===== src/rtl/reg_wb_arbiter.sv =====
// Write-port owner for the 16 x 8 register file: post-reset zero-fill, round-robin
// ALU/load writeback arbitration, and a pending-write scoreboard that stalls issue.
module reg_wb_arbiter #(
  parameter int NREG = 16,
  parameter int AW   = 4,
  parameter int DW   = 8
) (
  input  logic          clk,
  input  logic          rst,
  input  logic          alu_valid,
  input  logic [AW-1:0] alu_rd,
  input  logic [DW-1:0] alu_data,
  output logic          alu_ready,
  input  logic          mem_valid,
  input  logic [AW-1:0] mem_rd,
  input  logic [DW-1:0] mem_data,
  output logic          mem_ready,
  input  logic          issue_valid,
  input  logic [AW-1:0] issue_ra,
  input  logic [AW-1:0] issue_rb,
  input  logic [AW-1:0] issue_rd,
  input  logic          issue_wr,
  output logic          stall,
  output logic          wr_en,
  output logic [AW-1:0] wr_addr,
  output logic [DW-1:0] wr_data,
  output logic          init_done
);

  typedef enum logic [0:0] {ST_INIT = 1'b0, ST_RUN = 1'b1} state_t;

  state_t          state_q, state_d;
  logic [AW-1:0]   init_cnt_q, init_cnt_d;
  logic            rr_q, rr_d;
  logic [NREG-1:0] busy_q, busy_d;
  logic            wr_en_q, wr_en_d;
  logic [AW-1:0]   wr_addr_q, wr_addr_d;
  logic [DW-1:0]   wr_data_q, wr_data_d;
  logic            init_done_q, init_done_d;
  logic            alu_ready_s, mem_ready_s, stall_s;

  // State register for the whole block
  always_ff @(posedge clk) begin
    if (rst) begin
      state_q     <= ST_INIT;
      init_cnt_q  <= AW'(1);
      rr_q        <= 1'b0;
      busy_q      <= '0;
      wr_en_q     <= 1'b0;
      wr_addr_q   <= '0;
      wr_data_q   <= '0;
      init_done_q <= 1'b0;
    end else begin
      state_q     <= state_d;
      init_cnt_q  <= init_cnt_d;
      rr_q        <= rr_d;
      busy_q      <= busy_d;
      wr_en_q     <= wr_en_d;
      wr_addr_q   <= wr_addr_d;
      wr_data_q   <= wr_data_d;
      init_done_q <= init_done_d;
    end
  end

  // Arbitration, write-port sequencing, init counter and scoreboard next state
  always_comb begin
    state_d     = state_q;
    init_cnt_d  = init_cnt_q;
    rr_d        = rr_q;
    wr_en_d     = 1'b0;
    wr_addr_d   = wr_addr_q;
    wr_data_d   = wr_data_q;
    init_done_d = init_done_q;
    alu_ready_s = 1'b0;
    mem_ready_s = 1'b0;

    case (state_q)
      ST_INIT: begin
        wr_en_d    = 1'b1;
        wr_addr_d  = init_cnt_q;
        wr_data_d  = '0;
        init_cnt_d = init_cnt_q + AW'(1);
        if (init_cnt_q == AW'(NREG - 1)) begin
          state_d     = ST_RUN;
          init_done_d = 1'b1;
        end else begin
          state_d     = ST_INIT;
        end
      end
      ST_RUN: begin
        if (alu_valid && mem_valid) begin
          // Contested: grant per pointer, then point at the loser
          alu_ready_s = !rr_q;
          mem_ready_s = rr_q;
          rr_d        = !rr_q;
        end else begin
          alu_ready_s = alu_valid;
          mem_ready_s = mem_valid;
        end
        if (alu_ready_s) begin
          wr_en_d = (alu_rd != '0);
          if (alu_rd != '0) begin
            wr_addr_d = alu_rd;
            wr_data_d = alu_data;
          end else begin
            wr_addr_d = wr_addr_q;
          end
        end else if (mem_ready_s) begin
          wr_en_d = (mem_rd != '0);
          if (mem_rd != '0) begin
            wr_addr_d = mem_rd;
            wr_data_d = mem_data;
          end else begin
            wr_addr_d = wr_addr_q;
          end
        end else begin
          wr_en_d = 1'b0;
        end
      end
      default: begin
        state_d = ST_INIT;
      end
    endcase

    stall_s = (state_q == ST_INIT);
    if (issue_valid) begin
      stall_s = stall_s || busy_q[issue_ra] || busy_q[issue_rb] ||
                (issue_wr && busy_q[issue_rd]);
    end else begin
      stall_s = (state_q == ST_INIT);
    end

    // Clear on the register-file capture edge first so a same-edge set wins
    busy_d = busy_q;
    if (wr_en_q) begin
      busy_d[wr_addr_q] = 1'b0;
    end else begin
      busy_d = busy_q;
    end
    if (issue_valid && !stall_s && issue_wr && (issue_rd != '0)) begin
      busy_d[issue_rd] = 1'b1;
    end else begin
      busy_d = busy_d;
    end
    busy_d[0] = 1'b0;
  end

  assign alu_ready = alu_ready_s;
  assign mem_ready = mem_ready_s;
  assign stall     = stall_s;
  assign wr_en     = wr_en_q;
  assign wr_addr   = wr_addr_q;
  assign wr_data   = wr_data_q;
  assign init_done = init_done_q;

endmodule


===== config.mk =====
export PLATFORM = sky130hd
export DESIGN_NAME = reg_wb_arbiter
export DESIGN_NICKNAME = d
export VERILOG_FILES = /design/src/rtl/reg_wb_arbiter.sv
export SDC_FILE = /design/constraint.sdc
export NUM_CORES = 1
export LEC_CHECK = 0
export CORE_UTILIZATION = 35
export CTS_CLUSTER_DIAMETER = 200
export DETAILED_ROUTE_END_ITERATION = 16
export HOLD_SLACK_MARGIN = 0.06
export MAX_ROUTING_LAYER = met4
export PLACE_DENSITY_LB_ADDON = 0.25
export SLEW_MARGIN = 30
export SYNTH_ARGS = -nofsm -noshare
export SYNTH_HDL_FRONTEND = slang
export SYNTH_SLANG_ARGS = --single-unit

===== constraint.sdc =====
create_clock -name clk -period 3.61 [get_ports clk]
set_input_delay 0.722 -clock clk [delete_from_list [all_inputs] [get_ports clk]]
set_output_delay 0.722 -clock clk [all_outputs]
set_load 0.005 [all_outputs]

==> qor.csv, run 1 <==
metric,value,unit
vias,2064,
layout cell share with drive strength beyond 1,0.1453,
number of flops mapped to enable cells by yosys,0,
Tcrit/Tclk final,0.9132,
CTS sink count,35,
area grow syn2layout,41.66,%
Initial Util,0.3670,
Initial DRC Count,120,
vias in the first global route,1979,
Max Freq,303.3,MHz
Port Buffers,58,
share of flip-flops with an asynchronous set or reset,0,
VDD IR max,129.7,uV
Total GRT Usage,0.1990,
Mapped Avg Cell Area,9.159,sq um
Syn. warnings,0,
Synth Net Count,265,
WL per Instance,15.57,microns
Root Driver,clkbuf_8,
Crit Path Class,in -> out,
number of max-cap violations,0,
Placer Congestion,0.8004,
Max transition margin,0.7685,
"Distinct cells, synth",53,
"Clk Latency, worst-skew pair",0.28,ns
Synth Flop Type,dfxtp_1,
RSZ-0062 raised after global routing,false,
Tot Pwr,813.7,uW
die height,78.22,microns
worst-margin pin slew,0.3424,ns
pwr dens,282.5,nW/um^2
type of origin of the critical path,input port,
initial antenna violation count,0,
critical path endpoint category,primary output,
Inserted Diodes,0,
die width,78.22,microns
Setup Skew,0.005226,ns
Post-layout nets,331,
worst-path fanout max,2,
CTS Hold Bufs,0,
first-pass GRT wire length,9.342,mm
drt drc,0,
CTS clock-pin slew for the worst setup and hold paths,0.07,ns
vias per cell,5.717,
CTS tree,built,
Pleak,1.031,nW
clock buffer depth,2,
min Tclk post-route,3.297,ns
outcome,"complete, no violations",
CTS Buf Count,5,
row cnt,27,
TritonRoute pass-1 iters,4,
htree depth,2,
Post-Synthesis Cells,222,
# IOs,59,
Worst Path Required,2.89,ns
antenna-violating nets left,0,
die area,6118,sq um
Final Setup Violations,0,
Core ar.,5540,sq um
detailed placement HPWL,4.223,mm
maximum number of pins on one net before global-route repair,20,
Worst Hold Margin,0.4724,ns
Filler cells,549,
Syn Std Cell Area,2033,sq um
Fin. Hold Viols,0,
Tightest Hold Check Type,reg -> reg,
drt total wl,5.621,mm
gr ovfl total,0,
Slew Limit Fails,0,
crit path DAT,2.57,ns
"Seq/Total Area, Yosys",0.3446,
Yosys reg bits,35,
## cells by family after synthesis
family	Yosys count	share of synthesized area
adder cells (fa/ha/maj)	1	0.006153
AO/OA/AOI/OAI	68	0.2652
buffers and inverters	21	0.04369
flip-flops	35	0.3446
XOR/XNOR	4	0.01723
multiplexers	18	0.1175
AND/OR/NAND/NOR	75	0.2055
## worst paths after layout
check,cells after the start,slack [ns],end,from
max,7,0.31,stall,issue_ra[2]
min,2,0.47,init_done$_SDFFE_PP0P_,init_done$_SDFFE_PP0P_
max reg2reg,6,1.70,busy_q[1]$_SDFF_PP0_,busy_q[1]$_SDFF_PP0_
min reg2reg,2,0.47,init_done$_SDFFE_PP0P_,init_done$_SDFFE_PP0P_
## through the flow
| stage | utilization | TNS (ns) | setup slack, ns | instances | instance area, sq um |
|---|---|---|---|---|---|
| after CTS | 0.5178 | 0 | 0.01040 | 361 | 2869 |
| final | 0.5199 | 0 | 0.3133 | 361 | 2880 |
| after global placement | 0.4991 | -0.06583 | -0.06583 | 353 | 2765 |
| after floorplan | - | 0 | 0.6977 | 222 | 2033 |
| after global routing | 0.5199 | 0 | 0.2578 | 361 | 2880 |
| after detailed placement | 0.4991 | -0.09131 | -0.09131 | 353 | 2765 |
## registers in the layout, indices dropped and copies added (netlist names)
signal      cells
state_q         1
wr_data         8
wr_addr         4
busy_q         15
init_cnt_q      4
wr_en           1
init_done       1
rr_q            1
## cell usage after synthesis (2+ instances only)
library cell  instances  area share
nor2b_1               6       0.018
and2b_1               2      0.0074
nand2b_1              5       0.015
xnor2_1               2      0.0086
mux4_2                3       0.033
a311oi_1              2      0.0086
dfxtp_1              35        0.34
nor4_1                2      0.0062
o311ai_0              3       0.013
a222oi_1              3       0.015
xor2_1                2      0.0086
buf_2                 2      0.0049
a221oi_1              3       0.013
nand3_1               9       0.022
a21oi_1               4      0.0098
or3b_2                2      0.0086
nand3b_1              4       0.015
o211ai_1              9       0.033
mux2_2                4       0.022
nand2_1              11       0.020
clkbuf_1             13       0.024
nor3b_1               3       0.011
a211oi_1             12       0.044
nor2_1               19       0.035
o41ai_1              15       0.065
a22oi_1               9       0.033
mux2i_1              10       0.049
inv_1                 3      0.0055
## what timing repair did
item / in CTS / in global routing
pin swaps: 1 / 1
gates resized for setup: 10 / 3
endpoints found under the setup margin: 1 / 1
buffers inserted: 0 / 0
hold endpoints to repair: 0 / 0
## layout make-up
cell class	instances	area (sq um)	area share
multi-input cells	166	1277	0.4435
repair buffers	76	715.7	0.2485
flip-flops and latches	35	700.7	0.2433
well taps	72	90.09	0.03128
clock buffers	7	76.32	0.02650
inverters	4	15.01	0.005213
clock inverters	1	5.005	0.001738
## per-layer routing
layer	vias to the layer above	share of wire	GRT usage
met4	0	0.014	0.06296
met2	74	0.47	0.3123
met3	7	0.067	0.05349
li1	1013	-	-
met1	970	0.45	0.2486
met5	-	0	-
## report_power, final
group	switching, mW	internal [mW]
clock	0.134	0.135
combinational	0.0570	0.0802
sequential	0.0123	0.395
total	0.204	0.610
## cells in the final DEF (no fill, tap or decap), types with 2 or more instances in the layout
cell type        count
mux2i_1             10
clkdlybuf4s50_1     52
nand3_1              9
and2b_1              2
dlygate4sd2_1        4
nor2_1              19
clkbuf_1             2
inv_1                3
a22oi_1              9
dlymetal6s2s_1       2
mux2_2               4
clkbuf_8             5
or3b_2               2
nand3b_1             4
o41ai_1             15
a221oi_2             2
o311ai_0             3
buf_4               18
nand2b_1             5
a222oi_1             3
dfxtp_1             35
nand2_1             11
xor2_1               2
a211oi_1            12
nor2b_1              6
nor3b_1              3
mux4_2               4
o211ai_1             9
a21oi_1              4
xnor2_1              2
## critical path, stage by stage
cell and delay, ns:
clkdlybuf4s50_1 0.49, mux2_2 0.35, a221oi_2 0.27, or3_4 0.18
nand4b_4 0.11, o32a_1 0.31, dlymetal6s2s_1 0.15
No activity file was read; power rests on OpenSTA's default activity.
==> run 2: changes to the inputs <==
- CTS_BUF_LIST: unset -> sky130_fd_sc_hd__clkbuf_4 sky130_fd_sc_hd__clkbuf_8 sky130_fd_sc_hd__clkbuf_16
==> run 2 against run 1 <==
Register-to-register slack about the same. Largest power group unchanged. Final cell count did not move. Count of clock-buffer cells in the layout did not move. Worst hold slack barely moved. Die area unchanged.
==> qor.csv, run 2 (synthesis results as in run 1) <==
metric,value,unit
WHS Endpoint,init_done$_SDFFE_PP0P_,
pwr dens,287.2,nW/um^2
min Tclk post-route,3.299,ns
initial antenna violation count,0,
total negative slack,0,ns
VDD IR max,129.7,uV
"most common cell after layout, fill and taps aside",clkdlybuf4s50_1,
Setup Skew,0.005964,ns
layout cell share with drive strength beyond 1,0.1522,
reg2reg end,busy_q[1]$_SDFF_PP0_,
crit path DAT,2.58,ns
Total GRT Usage,0.1990,
R2R Setup Slk,1.70,ns
row cnt,27,
Root Driver,clkbuf_8,
Max Freq,303.1,MHz
Levels on crit path,7,
antenna-violating nets left,0,
Max transition margin,0.7685,
TritonRoute pass-1 iters,4,
CP top delay family,buffers and inverters,
Final Setup Violations,0,
final instance area,2888,sq um
drt drc,0,
Port Buffers,58,
clock buffer depth,2,
Tot Pwr,829.4,uW
crit-path cells,"clkdlybuf4s50_1, mux2_2, a221oi_2, or3_4, nand4b_4, o32a_1, dlymetal6s2s_1",
# IOs,59,
CTS tree,built,
Area after DPL,2765,sq um
Hold Crit Depth,2,
slowest CP cell,clkdlybuf4s50_1,
Pleak,1.038,nW
delay of the slowest critical-path stage,0.49,ns
die width,78.22,microns
placed cells,353,
Clock power frac,0.344,
post-route insts no fill,361,
Core ar.,5540,sq um
Top reg by flops,busy_q,
detailed placement HPWL,4.223,mm
htree depth,2,
die area,6118,sq um
die height,78.22,microns
most frequent cells in the layout,"52 x clkdlybuf4s50_1, 35 x dfxtp_1, 19 x nor2_1",
WL per Instance,15.53,microns
area grow syn2layout,42.03,%
Crit Path Class,in -> out,
first-pass GRT wire length,9.342,mm
Fin. Hold Viols,0,
RSZ-0062 raised after global routing,false,
Initial Util,0.3670,
CTS Hold Bufs,0,
buffer and inverter count on the worst path,2,
outcome,"complete, no violations",
Tcrit/Tclk final,0.9138,
Comb pwr share,0.166,
worst-path fanout max,2,
Flop pwr share,0.491,
Post-layout nets,331,
maximum number of pins on one net before global-route repair,20,
vias in the first global route,1979,
number of post-CTS setup repair buffers,0,
Initial DRC Count,140,
critical path endpoint category,primary output,
CTS Buf Count,5,
Placer Congestion,0.8004,
"Clk Latency, worst-skew pair",0.28,ns
drt total wl,5.606,mm
worst-margin pin slew,0.3424,ns
Inserted Diodes,0,
Worst Path Required,2.89,ns
Tightest Hold Check Type,reg -> reg,
internal power,625.2,uW
R2R Path Start,busy_q[12]$_SDFF_PP0_,
Hold Startpoint,init_done$_SDFFE_PP0P_,
Sw Share,0.2462,
vias per cell,5.723,
vias,2066,
number of max-cap violations,0,
worst r2r path cells,6,
Slew Limit Fails,0,
net load switching power,204.2,uW
gr ovfl total,0,
type of origin of the critical path,input port,
max reg flops,15,
CTS sink count,35,
CTS clock-pin slew for the worst setup and hold paths,0.07,ns
-- run 2: cell counts in the layout (fill, tap and decap cells not counted) --
Identical to the previous run, type by type.
-- run 2: how the worst max path moves through the flow --
stage | endpoint | startpoint
final | stall | issue_ra[2]
after floorplan | stall | issue_rb[3]
after global routing | stall | issue_ra[2]
after CTS | stall | issue_ra[2]
after global placement | stall | issue_rb[0]
after detailed placement | stall | issue_rb[0]
-- run 2: cell type report --
| cell class | count | area [sq um] |
|---|---|---|
| fillers | 549 | 2653 |
| multi-input cells | 166 | 1277 |
| repair buffers | 76 | 715.7 |
| flip-flops and latches | 35 | 700.7 |
| well taps | 72 | 90.09 |
| clock buffers | 7 | 83.83 |
| inverters | 4 | 15.01 |
| clock inverters | 1 | 5.005 |
-- run 2: tightest hold or removal path: stages (launching register included) --
cell	delay [ns]
dfxtp_1	0.33
a31oi_1	0.04
nor2_1	0.07
-- run 2: through the flow --
step	setup slack [ns]	utilization	hold WS [ns]
floorplan	0.6977	-	0.4605
global placement	-0.06583	0.4991	0.4644
detailed placement	-0.09131	0.4991	0.4636
CTS	0.01040	0.5192	0.4826
global route	0.2578	0.5212	0.5341
finish	0.3110	0.5212	0.4724
-- run 2: repair_timing --
item,in CTS,in global routing
setup endpoints to repair,1,1
pin swaps,1,1
gates resized for setup,10,3
-- run 2: per-layer routing --
metal,global-route usage,up-vias,routed length (microns)
met1,0.2486,967,2444
met3,0.05349,7,461
li1,-,1011,-
met5,-,-,0
met2,0.3123,81,2622
met4,0.06296,0,78
-- run 2: power groups by stage --
stage          sequential, mW  combinational, mW  clock [mW]
2_1_floorplan           0.411             0.0579           0
3_3_place_gp            0.415              0.136           0
3_5_place_dp            0.415              0.137           0
4_1_cts                 0.407              0.137       0.294
5_1_grt                 0.410              0.149       0.311
6_report                0.407              0.137       0.285
